[config.mk]
export PLATFORM = sky130hd
export DESIGN_NAME = sensor_responder
export DESIGN_NICKNAME = d
export VERILOG_FILES = /design/src/rtl/sensor_responder.sv
export SDC_FILE = /design/constraint.sdc
export NUM_CORES = 1
export LEC_CHECK = 0
export BUFFER_PORTS_ARGS = -buffer_cell sky130_fd_sc_hd__buf_2
export CORE_MARGIN = 2
export CORE_UTILIZATION = 50
export DETAILED_ROUTE_END_ITERATION = 7
export GPL_ROUTABILITY_DRIVEN = 0
export GPL_TIMING_DRIVEN = 0
export PLACE_DENSITY = 0.75
export REMOVE_ABC_BUFFERS = 1
export SYNTH_ARGS = -nofsm -noshare
export SYNTH_HDL_FRONTEND = slang
export SYNTH_SLANG_ARGS = --single-unit
[constraint.sdc]
create_clock -name clock -period 6.95 [get_ports clock]
set_input_delay 1.39 -clock clock [delete_from_list [all_inputs] [get_ports clock]]
set_output_delay 1.39 -clock clock [all_outputs]
set_load 0.02 [all_outputs]
[src/rtl/sensor_responder.sv]
// sensor_responder: answers single-byte UART polls with the latched sensor
// reading followed by its CRC-8 (poly 0x07, init 0x00, MSB-first).
//
// Ports
//   clock, resetn            rising-edge clock, asynchronous active-low reset
//   rx_data, rx_rdy, rx_clr  receive byte / valid flag / same-cycle clear pulse
//   tx_data, tx_wr, tx_busy  transmit byte / one-cycle strobe / UART busy
//   sensor_value/_valid      live sensor reading and its qualifier
//   alarm                    alarm condition, forces the 0xFF/0x0C reply
//   busy                     high whenever the responder is not idle
//   req_count                answered requests (wrapping)
//   drop_count               bytes discarded while busy (saturating)
//   err_timeout              one-cycle pulse when the UART never frees up
module sensor_responder #(
    parameter logic [2:0] NODE_ID        = 3'd1,
    parameter int         TIMEOUT_CYCLES = 50000
) (
    input  logic        clock,
    input  logic        resetn,
    input  logic [7:0]  rx_data,
    input  logic        rx_rdy,
    output logic        rx_clr,
    output logic [7:0]  tx_data,
    output logic        tx_wr,
    input  logic        tx_busy,
    input  logic [7:0]  sensor_value,
    input  logic        sensor_valid,
    input  logic        alarm,
    output logic        busy,
    output logic [15:0] req_count,
    output logic [7:0]  drop_count,
    output logic        err_timeout
);

    localparam int TMO_W = (TIMEOUT_CYCLES > 1) ? $clog2(TIMEOUT_CYCLES) : 1;
    localparam logic [TMO_W-1:0] TMO_LAST = TMO_W'(TIMEOUT_CYCLES - 1);

    typedef enum logic [2:0] {
        S_IDLE      = 3'd0,
        S_DECODE    = 3'd1,
        S_CRC_CALC  = 3'd2,
        S_SEND_DATA = 3'd3,
        S_WAIT_DATA = 3'd4,
        S_SEND_CRC  = 3'd5,
        S_WAIT_CRC  = 3'd6
    } state_t;

    // One bit of the serial CRC-8 (x^8 + x^2 + x + 1), MSB first.
    function automatic logic [7:0] crc8_step(input logic [7:0] crc, input logic din);
        logic fb;
        fb = crc[7] ^ din;
        return {crc[6:0], 1'b0} ^ (fb ? 8'h07 : 8'h00);
    endfunction

    state_t           state_r, state_next_s;
    logic [7:0]       rx_byte_r, latch_r, crc_r, tx_data_r, data_byte_s, crc_byte_s, tx_data_s;
    logic             alarm_r, tx_wr_r, err_timeout_r, busy_r;
    logic             tx_wr_s, err_timeout_s, req_done_s, req_valid_s, tmo_hit_s, in_tx_s;
    logic             capture_s, drop_s;
    logic [2:0]       bit_cnt_r;
    logic [TMO_W-1:0] tmo_cnt_r;
    logic [15:0]      req_count_r;
    logic [7:0]       drop_count_r;

    assign req_valid_s = (rx_byte_r[7:3] == 5'd0) && (rx_byte_r[2:0] == NODE_ID);
    assign tmo_hit_s   = (tmo_cnt_r == TMO_LAST);
    assign in_tx_s     = (state_r == S_SEND_DATA) || (state_r == S_WAIT_DATA) ||
                         (state_r == S_SEND_CRC)  || (state_r == S_WAIT_CRC);
    // The alarm reply is a fixed 0xFF whose CRC byte is sent inverted.
    assign data_byte_s = alarm_r ? 8'hFF : latch_r;
    assign crc_byte_s  = alarm_r ? ~crc_r : crc_r;
    assign capture_s   = (state_r == S_IDLE) && rx_rdy;
    assign drop_s      = (state_r != S_IDLE) && rx_rdy;

    // rx_rdy must drop before the next edge, so the clear is combinational;
    // every byte is consumed (captured in IDLE, discarded otherwise).
    assign rx_clr      = rx_rdy & resetn;
    assign tx_data     = tx_data_r;
    assign tx_wr       = tx_wr_r;
    assign err_timeout = err_timeout_r;
    assign busy        = busy_r;
    assign req_count   = req_count_r;
    assign drop_count  = drop_count_r;

    // State register.
    always_ff @(posedge clock or negedge resetn) begin
        if (!resetn) begin
            state_r <= S_IDLE;
        end else begin
            state_r <= state_next_s;
        end
    end

    // Next-state logic; a timeout in any transmit state takes priority.
    always_comb begin
        state_next_s = state_r;
        case (state_r)
            S_IDLE:      if (rx_rdy) state_next_s = S_DECODE; else state_next_s = S_IDLE;
            S_DECODE:    if (req_valid_s) state_next_s = S_CRC_CALC; else state_next_s = S_IDLE;
            S_CRC_CALC:  if (bit_cnt_r == 3'd7) state_next_s = S_SEND_DATA; else state_next_s = S_CRC_CALC;
            S_SEND_DATA: begin
                if (tmo_hit_s)     state_next_s = S_IDLE;
                else if (!tx_busy) state_next_s = S_WAIT_DATA;
                else               state_next_s = S_SEND_DATA;
            end
            // tmo_cnt_r == 0 marks the first WAIT cycle, where tx_busy is not yet trustworthy.
            S_WAIT_DATA: begin
                if (tmo_hit_s)                               state_next_s = S_IDLE;
                else if ((tmo_cnt_r != '0) && !tx_busy)      state_next_s = S_SEND_CRC;
                else                                         state_next_s = S_WAIT_DATA;
            end
            S_SEND_CRC: begin
                if (tmo_hit_s)     state_next_s = S_IDLE;
                else if (!tx_busy) state_next_s = S_WAIT_CRC;
                else               state_next_s = S_SEND_CRC;
            end
            S_WAIT_CRC: begin
                if (tmo_hit_s)                               state_next_s = S_IDLE;
                else if ((tmo_cnt_r != '0) && !tx_busy)      state_next_s = S_IDLE;
                else                                         state_next_s = S_WAIT_CRC;
            end
            default:     state_next_s = S_IDLE;
        endcase
    end

    // Output decode: next values for the registered strobes and tx byte.
    always_comb begin
        tx_wr_s       = 1'b0;
        tx_data_s     = tx_data_r;
        err_timeout_s = 1'b0;
        req_done_s    = 1'b0;
        case (state_r)
            S_SEND_DATA, S_SEND_CRC: begin
                if (tmo_hit_s) begin
                    err_timeout_s = 1'b1;
                end else if (!tx_busy) begin
                    tx_wr_s   = 1'b1;
                    tx_data_s = (state_r == S_SEND_DATA) ? data_byte_s : crc_byte_s;
                end else begin
                    tx_wr_s = 1'b0;
                end
            end
            S_WAIT_DATA: begin
                if (tmo_hit_s) err_timeout_s = 1'b1; else err_timeout_s = 1'b0;
            end
            S_WAIT_CRC: begin
                if (tmo_hit_s) begin
                    err_timeout_s = 1'b1;
                end else if ((tmo_cnt_r != '0) && !tx_busy) begin
                    req_done_s = 1'b1;
                end else begin
                    req_done_s = 1'b0;
                end
            end
            default: begin
                tx_wr_s = 1'b0;
            end
        endcase
    end

    // Datapath: request capture, sensor latch, serial CRC, counters, outputs.
    always_ff @(posedge clock or negedge resetn) begin
        if (!resetn) begin
            rx_byte_r     <= 8'h00;
            latch_r       <= 8'h00;
            alarm_r       <= 1'b0;
            crc_r         <= 8'h00;
            bit_cnt_r     <= 3'd0;
            tmo_cnt_r     <= '0;
            tx_data_r     <= 8'h00;
            tx_wr_r       <= 1'b0;
            err_timeout_r <= 1'b0;
            busy_r        <= 1'b0;
            req_count_r   <= 16'h0000;
            drop_count_r  <= 8'h00;
        end else begin
            if (capture_s) rx_byte_r <= rx_data; else rx_byte_r <= rx_byte_r;
            if ((state_r == S_DECODE) && req_valid_s) begin
                if (sensor_valid) latch_r <= sensor_value; else latch_r <= latch_r;
                alarm_r <= alarm;
                crc_r   <= 8'h00;
            end else if (state_r == S_CRC_CALC) begin
                crc_r <= crc8_step(crc_r, data_byte_s[3'd7 - bit_cnt_r]);
            end else begin
                crc_r <= crc_r;
            end
            if (state_r == S_CRC_CALC) bit_cnt_r <= bit_cnt_r + 3'd1; else bit_cnt_r <= 3'd0;
            // Restart the per-state timer on every state change.
            if (state_next_s != state_r) tmo_cnt_r <= '0;
            else if (in_tx_s)            tmo_cnt_r <= tmo_cnt_r + TMO_W'(1);
            else                         tmo_cnt_r <= '0;
            tx_data_r     <= tx_data_s;
            tx_wr_r       <= tx_wr_s;
            err_timeout_r <= err_timeout_s;
            busy_r        <= (state_next_s != S_IDLE);
            if (req_done_s) req_count_r <= req_count_r + 16'd1; else req_count_r <= req_count_r;
            if (drop_s && (drop_count_r != 8'hFF)) drop_count_r <= drop_count_r + 8'd1;
            else                                   drop_count_r <= drop_count_r;
        end
    end

endmodule

==> impl_results.md, run 1 <==
- Synth Warn #: 0
- Worst Setup EP: rx_clr
- FF/Latch Area: 0.00205 mm^2
- WL/cell: 14.6 um
- CP max FO: 38
- Clk sinks: 82
- DRT iter0 DRCs: 107
- Final instance area: 0.00456 mm^2
- Hold Vio Cnt, Final: 0
- Clock-pin slew on the worst setup and hold paths: 80 ps
- Clock latency on the worst-skew pair: approximately 360 ps
- Max Cap Viol: 0
- Routed vias: roughly 2800
- Async SR Flop Fraction: 100%
- Clock share of power: 23.3%
- Final Skew: 13.2 ps
- H-tree levels: 3
- Final non-filler cell total: just over 500
- Fin crit period: 3540 ps
- # Post-CTS Setup Buffers: 0
- Total power: 1.45 mW
- I/O Buffers: 57
- Vias in the first global route: ~2700
- N_diodes: 0
- Slew headroom: 14.4%
- First-pass GRT wire length: 12700 um
- Fill count: about 660
- Logic pwr share: between 20% and 30%
- Net Sw Power: 503 uW
- Number of synthesized flops with an enable pin: 0
- Post-route setup slack: around 3400 ps
- CP Class: in2out
- Cell internal pwr: 947 uW
- Ys flop type: dfrtp_1
- Worst slack at placement: about 3400 ps
- HPWL Detailed: 5330 um
- Switch share: 34.7%
- Synth-to-layout area growth: 14.0%
- Top post-synthesis cells by area: dfrtp_1 (51%), mux2_2 (7.9%), xnor2_1 (5.0%)
- # resized after CTS: 0
- Max Fclk: 283 MHz
- Flop pwr share: roughly 47%
- Most area-hungry cell type in the Yosys netlist: dfrtp_1
- Area of the multi-input gates: 0.00183 mm^2
- CTS Buf Count: 9
- Yosys top cell area share: roughly half
- Pre-antenna DRT Iters: 4
- FP Rows: 32
- Outcome: complete, no violations
- RSZ-0062 raised after global routing: false
- Yosys cell types: 44
- Cell Pwr Density: between 300 and 400 mW/mm^2
- GRT Total Usage: 18.5%
- RR Endpoint: req_count[1]
- Syn Inst Count: 353
- Initial antenna violation count: 0
- Setup violators final: 0
- Critical Path Start: resetn
- Antenna Violating Nets Remaining: 0
- Placed insts: 499
- Peak VDD IR: 0.104 mV
- Setup slack, reg-to-reg: 4210 ps
- Die height: 93.4 um
- Initial core utilization: 51.7%
- Hold_buf cts: 0
- Setup crit end kind: output pin
- # IOs: 58
- Nets: 437
- Leakage: 2.18 nW
- Die W: 93.4 um
- TNS Setup: 0 ps
- Largest net degree at the start of global routing: 47
- Residual DRC count: 0
- Die ar.: 0.00873 mm^2
- Routed vias/inst: 5.47
- CTS tree: built
- Period utilisation layout: 50.9%
- FF+latch count, synth: 82
- Total congestion overflow: 0
- Slew @ Worst Pin: 1280 ps
- Dpl cell area: 0.00436 mm^2
- Critical path launch point type: primary input
- Mapped Area: 0.00400 mm^2
- Clk Tree Root Cell: clkbuf_8
- Core footprint: between 0.007 and 0.008 mm^2
- Data arrival, critical path: 2150 ps
- Slew Limit Fails: 0
- Data required time of the worst path: roughly 5600 ps
- Clock tree buffer depth: 2
- Avg Cell Area, Syn: 11.3 um^2
- Post-synthesis sequential area ratio: 51.3%
- R2r worst-path depth: 4
- R2r startpoint: tmo_cnt_r[11]
- Hold Crit Class: reg2reg
- Routed WL: 7560 um
- Ratio of cells with drive above 1 in the final layout: 29.2%
-- worst min-delay path by stage --
stage / to / depth (start not counted) / slack [ps] / from
CTS: req_count[15] / 1 / 470 / req_count[15]
floorplan: bit_cnt_r[0] / 1 / 450 / bit_cnt_r[0]
global placement: req_count[15] / 1 / 460 / req_count[15]
detailed placement: req_count[15] / 1 / 460 / req_count[15]
finish: req_count[15] / 1 / 470 / req_count[15]
global route: req_count[13] / 1 / 510 / req_count[13]
-- registers in the layout, indices dropped and copies added (netlist names) --
| signal | count |
|---|---|
| err_timeout | 1 |
| tx_wr | 1 |
| rx_byte_r | 8 |
| drop_count | 8 |
| crc_r | 8 |
| latch_r | 8 |
| busy | 1 |
| tx_data | 8 |
| req_count | 16 |
| bit_cnt_r | 3 |
| state_r | 3 |
| tmo_cnt_r | 16 |
| alarm_r | 1 |
-- cell type report --
| cell class | count | share of cell area, % |
|---|---|---|
| clock buffer | 10 | 2.80 |
| tap | 102 | 2.80 |
| clock inverter | 6 | 1.37 |
| sequential | 82 | 45.0 |
| inverter | 9 | 0.741 |
| multi-input combinational | 248 | 40.2 |
| timing repair buffer | 59 | 7.03 |
-- metrics by stage --
step | hold WS, ps | utilization, %
final | 469 | 59.0
after global placement | 456 | 56.1
after global routing | 510 | 59.0
after CTS | 469 | 58.9
after floorplan | 452 | -
after detailed placement | 457 | 56.5
-- logic make-up (layout without fill, tap and decap cells) --
group / count (synthesis) / in the layout / synth area share (%)
compound gates: 38 / 38 / 6.98
fa+ha+maj: 6 / 6 / 1.88
simple gates: 130 / 130 / 18.4
buf+inv: 23 / 84 / 2.82
flops: 82 / 82 / 51.3
mux: 30 / 30 / 9.01
xor+xnor: 44 / 44 / 9.64
-- routing by layer --
layer  up-vias  GRT usage (%)  routed length, um
li1       1369              -                  -
met1      1389           23.6               3420
met2        56           31.1               3770
met3        11           3.22                236
met4         0           7.72                123
met5         -              0                  0
-- worst max-delay path, cell delays in order --
cell,delay (ps)
buf_4,410
and2_1,190
buf_2,160
-- cells in the mapped netlist, drive strengths merged, types with 2 or more instances --
library cell,number
and2,12
nor3,11
a21oi,11
nand4,12
a31oi,2
a22o,8
ha,6
nand3,15
or4,4
nand2,17
mux4,2
clkbuf,9
buf,5
nor2,29
a211oi,9
and3,9
or3,2
nor4,6
xor2,21
nand3b,2
mux2,28
nor2b,4
dfrtp,82
nor3b,2
inv,8
xnor2,23
-- cell usage in the layout (no fill, tap or decap), types with 2 or more instances in the layout --
| cell type | count |
|---|---|
| and2_1 | 12 |
| inv_1 | 8 |
| buf_2 | 57 |
| xnor2_1 | 23 |
| nand2_1 | 17 |
| or3_1 | 2 |
| a211oi_1 | 9 |
| mux2_2 | 28 |
| mux4_2 | 2 |
| and3_1 | 9 |
| or4_4 | 2 |
| nor2b_1 | 4 |
| nor2_1 | 19 |
| clkinv_2 | 3 |
| nor2_2 | 10 |
| ha_1 | 6 |
| xor2_1 | 21 |
| dfrtp_1 | 82 |
| or4_1 | 2 |
| nor4_1 | 6 |
| a22o_1 | 8 |
| clkbuf_8 | 9 |
| nand3_1 | 15 |
| nor3b_1 | 2 |
| inv_6 | 2 |
| nand4_1 | 12 |
| nand3b_1 | 2 |
| a31oi_1 | 2 |
| nor3_1 | 11 |
| a21oi_1 | 11 |
-- power by group through the flow --
stage               Combinational (mW)  Clock, mW  Sequential [mW]
floorplan                        0.273          0            0.714
global placement                 0.419          0            0.683
detailed placement               0.433          0            0.688
CTS                              0.436      0.346            0.679
global route                     0.475      0.367            0.695
finish                           0.432      0.338            0.679
Note: power is estimated with default switching activity, not from simulation.
==> inputs of run 2 (changes only) <==
PLACE_DENSITY = 0.78   (was 0.75)
clock period = 3 ns   (was 6.95 ns; I/O delays follow)
==> run 2 against run 1 <==
Non-clock buffer count did not move; critical path depth increased by 1; global-route usage increased by 0.21 points; sequential power rose by 130%; via count did not move; design area is 0.41% higher; die area unchanged.
==> impl_results.md, run 2 (synthesis gave the netlist of run 1 again) <==
- Outcome: complete, no violations
- Nets: 437
- I/O Buffers: 57
- Core footprint: roughly 0.0077 mm^2
- Critical path launch point type: flop
- H-tree levels: 3
- HPWL Detailed: 5430 um
- Hold Crit Class: in2async
- Slew Limit Fails: 0
- Synth-to-layout area growth: 14.5%
- Hold Vio Cnt, Final: 0
- CTS tree: built
- # Post-CTS Setup Buffers: 0
- Clock-pin slew on the worst setup and hold paths: 90 ps
- N_diodes: 0
- Clock latency on the worst-skew pair: approximately 350 ps
- Largest net degree at the start of global routing: 59
- Final Skew: 15.5 ps
- Max Fclk: 364 MHz
- First-pass GRT wire length: around 13000 um
- Routed vias/inst: 5.47
- Cell Pwr Density: 746 mW/mm^2
- Final non-filler cell total: ~520
- RSZ-0062 raised after global routing: false
- GRT Total Usage: between 10% and 20%
- # resized after CTS: 0
- Min Hold Slack: 157 ps
- Layout Utilization: 59.2%
- Initial core utilization: 51.7%
- TNS Setup: 0 ps
- Clock tree buffer depth: 2
- Setup crit end kind: flop
- CP Class: reg2reg
- Setup violators final: 0
- Commonest non-fill, non-tap cell in the layout: dfrtp_1
- Residual DRC count: 0
- CP max FO: 16
- Die W: 93.4 um
- Hold_buf cts: 0
- Period utilisation layout: 91.5%
- Slew headroom: between 10% and 20%
- Fin crit period: 2750 ps
- Die ar.: 0.00873 mm^2
- Pre-antenna DRT Iters: 4
- Slew @ Worst Pin: 1300 ps
- Placed insts: 499
- CTS Buf Count: 9
- Dpl cell area: 0.00436 mm^2
- Data required time of the worst path: 3240 ps
- FP Rows: 32
- Fill count: roughly 640
- Clk Tree Root Cell: clkbuf_8
- Initial antenna violation count: 0
- Max Cap Viol: 0
- Clk sinks: 82
- Most frequent cells in the layout: dfrtp_1 (82), buf_2 (57), mux2_2 (28)
- Die height: around 93 um
- Ratio of cells with drive above 1 in the final layout: slightly below 30%
- Routed vias: 2825
- Total congestion overflow: 0
- # IOs: 58
- Antenna Violating Nets Remaining: 0
- Vias in the first global route: between 2000 and 3000
- Peak VDD IR: 0.345 mV
- Leakage: 2.18 nW
- Routed WL: 7770 um
- DRT iter0 DRCs: 117
- Data arrival, critical path: 2990 ps
- WL/cell: about 15 um
- Final instance area: ~0.0046 mm^2
[run 2: cell count changes in the layout (fill, tap and decap cells not counted), sizes merged]
cell / delta
clkinv: -2
inv: +1
clkinvlp: +1
[run 2: cell type report]
| cell class | instances | area [um^2] | area share (%) |
|---|---|---|---|
| sequential | 82 | 2050 | 44.8 |
| multi-input combinational | 248 | 1830 | 40.1 |
| timing repair buffer | 59 | 320 | 7.00 |
| clock buffer | 10 | 138 | 3.01 |
| tap | 102 | 128 | 2.79 |
| clock inverter | 6 | 71.3 | 1.56 |
| inverter | 9 | 33.8 | 0.738 |
[run 2: critical path, stage by stage (launching register included)]
cell	delay, ps
dfrtp_1	420
or4_4	570
or4_1	640
nand4b_1	600
mux2_2	400
[run 2: final timing paths]
check,startpoint,endpoint,slack [ps],cells after the start
max in group asynchronous,resetn,tmo_cnt_r[15],2250,2
min in group clock,req_count[15],req_count[15],460,1
worst max register to register,tmo_cnt_r[11],req_count[1],250,4
worst min register to register,req_count[15],req_count[15],460,1
worst min-delay path,resetn,rx_byte_r[1],160,1
worst max-delay path,tmo_cnt_r[11],req_count[1],250,4
[run 2: power breakdown]
group,internal (mW),switching [mW],leakage [nW]
clock,0.418,0.421,0.105
sequential,1.33,0.240,1.09
combinational,0.473,0.528,0.989
total,2.22,1.19,2.18
[run 2: metrics by stage]
stage	total power [mW]	setup slack [ps]
after detailed placement	2.60	263
after CTS	3.44	251
after global placement	2.55	-7.80
final	3.41	254
after floorplan	2.29	549
after global routing	3.62	160
[run 2: per-layer routing]
metal	track usage (%)	wire length [um]	vias up
met5	0	0	-
met4	5.76	70	0
met3	4.19	289	6
met2	31.2	3880	57
met1	24.2	3540	1391
li1	-	-	1371
==> inputs of run 3 (changes only) <==
ABC_AREA = 1   (was default)
CORE_MARGIN = default   (was 2)
PLACE_DENSITY = 0.77   (was 0.78)
==> run 3 against run 2 <==
Sequential share of layout area is 3.5 points lower; global-route usage is 2.1 points higher; worst hold slack better by 47 ps; utilization is 0.34 points higher; critical path depth is 3 higher; register-to-register slack better by 100 ps; first-iteration DRC count is 44% higher; die area is 4.4% higher; power is 10% higher; final cell count is 32% higher.
==> impl_results.md, run 3 <==
- Die W: 95.5 um
- CP Class: reg2reg
- Peak VDD IR: ~0.44 mV
- Leakage: 2.47 nW
- Syn Inst Count: 509
- Clock latency on the worst-skew pair: 360 ps
- Top post-synthesis cells by area: dfrtp_1 (47%), nand2_1 (7.2%), inv_1 (5.5%)
- Critical path, cell by cell: inv_2 -> nor3_2 -> inv_1 -> a21oi_2 -> o21bai_2 -> nand3_4 -> nor2_1
- Hold Crit Class: in2async
- Routed vias/inst: 5.20
- First-pass GRT wire length: 14600 um
- Routed WL: 8780 um
- RSZ-0062 raised after global routing: false
- Slew headroom: between 50% and 60%
- Die height: 95.5 um
- Async SR Flop Fraction: 100%
- Switch share: 39.4%
- Initial core utilization: 52.4%
- Logic pwr share: between 30% and 40%
- Flop pwr share: about two fifths
- H-tree levels: 3
- FP Rows: 33
- Critical path launch point type: flop
- Yosys top cell area share: a little under half
- # Post-CTS Setup Buffers: 0
- Setup violators final: 0
- Total congestion overflow: 0
- Hold Vio Cnt, Final: 0
- Nets: approximately 600
- Vias in the first global route: 3504
- Slew Limit Fails: 0
- Clock-pin slew on the worst setup and hold paths: 90 ps
- Most frequent cells in the layout: nand2_1 (84), dfrtp_1 (82), inv_1 (64)
- Slew @ Worst Pin: 699 ps
- Commonest non-fill, non-tap cell in the layout: nand2_1
- Net Sw Power: around 1.5 mW
- Clk Tree Root Cell: clkbuf_8
- Max Cap Viol: 0
- Cell Pwr Density: ~760 mW/mm^2
- DR top layer: met4
- Clk sinks: just over 80
- Routed vias: 3534
- Initial antenna violation count: 0
- CP max FO: 16
- Most numerous cell in the Yosys netlist: nand2_1
- Ys flop type: dfrtp_1
- Yosys cell types: 41
- Met2 WL: ~4500 um
- Total power: 3.75 mW
- Slowest stage cell on the critical path: nor3_2
- Core footprint: 0.00834 mm^2
- Die ar.: 0.00911 mm^2
- Post-synthesis sequential area ratio: 47.0%
- Residual DRC count: 0
- Synth-to-layout area growth: 13.7%
- GRT Total Usage: roughly a fifth
- Commonest cells in the netlist: nand2_1 (84), dfrtp_1 (82), inv_1 (64)
- Synth Warn #: 0
- Fin crit period: 2650 ps
- CTS Buf Count: 9
- Setup crit end kind: flop
- WL/cell: 12.9 um
- Clock tree buffer depth: 2
- Ratio of cells with drive above 1 in the final layout: 22.6%
- Most area-hungry cell type in the Yosys netlist: dfrtp_1
- CTS tree: built
- Clock share of power: 23.9%
- Mapped Area: 0.00437 mm^2
- N_diodes: 0
- Met3 WL: around 330 um
- Antenna Violating Nets Remaining: 0
- # IOs: 58
- HPWL Detailed: 6490 um
- TNS Setup: 0 ps
- I/O Buffers: 57
- Data arrival, critical path: 2920 ps
- Final Skew: between 10 and 15 ps
- Data required time of the worst path: 3270 ps
- # resized after CTS: 0
- Crit-path max cell delay: 590 ps
- WL met1: 3780 um
- Avg Cell Area, Syn: 8.58 um^2
- Number of synthesized flops with an enable pin: 0
- Cell internal pwr: roughly 2.3 mW
- Pre-antenna DRT Iters: 4
- Outcome: complete, no violations
- Hold_buf cts: 0
- Max Fclk: 378 MHz
- Period utilisation layout: 88.2%
- Largest net degree at the start of global routing: between 40 and 50
- DRT iter0 DRCs: between 150 and 200
- FF+latch count, synth: 82
## run 3: cell count changes in the layout (fill, tap and decap cells not counted), moves of 8 or more
cell / delta
a211oi_1: -9
xnor2_1: -11
nand2_1: +67
nand3_1: +31
xor2_1: -8
mux2_2: -19
a22o_1: -8
and3_1: -9
o21ai_0: +36
nor2_4: +12
nor2_1: +38
nand2_2: +9
and2_1: -12
inv_1: +56
## run 3: worst paths after layout
path	start	endpoint	slack [ps]	cells past startpoint
max	state_r[1]	tmo_cnt_r[0]	350	7
min	resetn	tx_data[5]	200	1
max reg2reg	state_r[1]	tmo_cnt_r[0]	350	7
min reg2reg	tx_data[4]	tx_data[4]	470	2
max in group asynchronous	resetn	tmo_cnt_r[0]	2190	2
min in group clock	rx_data[5]	rx_byte_r[5]	460	2
## run 3: layout make-up
cell class / instances / area, um^2
inverter: 74 / 280
sequential: 82 / 2050
fill: 733 / 3370
clock inverter: 7 / 96.3
timing repair buffer: 58 / 315
tap: 105 / 131
multi-input combinational: 344 / 1970
clock buffer: 9 / 124
## run 3: power by group through the flow
stage / clock (mW) / sequential, mW / combinational, mW
final: 0.897 / 1.58 / 1.28
after global routing: 0.949 / 1.61 / 1.43
after CTS: 0.915 / 1.57 / 1.29
after detailed placement: 0 / 1.59 / 1.28
after global placement: 0 / 1.57 / 1.24
after floorplan: 0 / 1.68 / 0.815
## run 3: worst max-delay path: cells and delay by family, from the launching register on
family                 cells  cell delay, ps
AO/OA/AOI/OAI              2             440
buffers and inverters      2             460
AND/OR/NAND/NOR            3            1120
flip-flops                 1             550
## run 3: stage by stage
stage | setup WS [ps] | std cells | instance area [um^2] | hold WS, ps | util [%]
2_1_floorplan | 924 | 500 | 4300 | 304 | -
3_3_place_gp | 33.7 | 662 | 4720 | 451 | 56.6
3_5_place_dp | 276 | 663 | 4750 | 458 | 56.9
4_1_cts | 269 | 679 | 4970 | 210 | 59.6
5_1_grt | 118 | 679 | 4970 | 242 | 59.6
6_report | 354 | 679 | 4970 | 204 | 59.6
## run 3: cell families after synthesis
kind of cell    Yosys count  synth area share (%)
mux                       9                  2.32
xor+xnor                 25                  5.01
flops                    82                  47.0
fa+ha+maj                 6                  1.72
buf+inv                  83                  7.93
simple gates            243                  27.8
compound gates           61                  8.22
## run 3: layer usage
layer | vias to the layer above | GRT usage (%)
met5 | - | 0
met4 | 0 | 9.70
met3 | 19 | 3.19
met2 | 84 | 38.3
met1 | 1678 | 23.5
li1 | 1753 | -
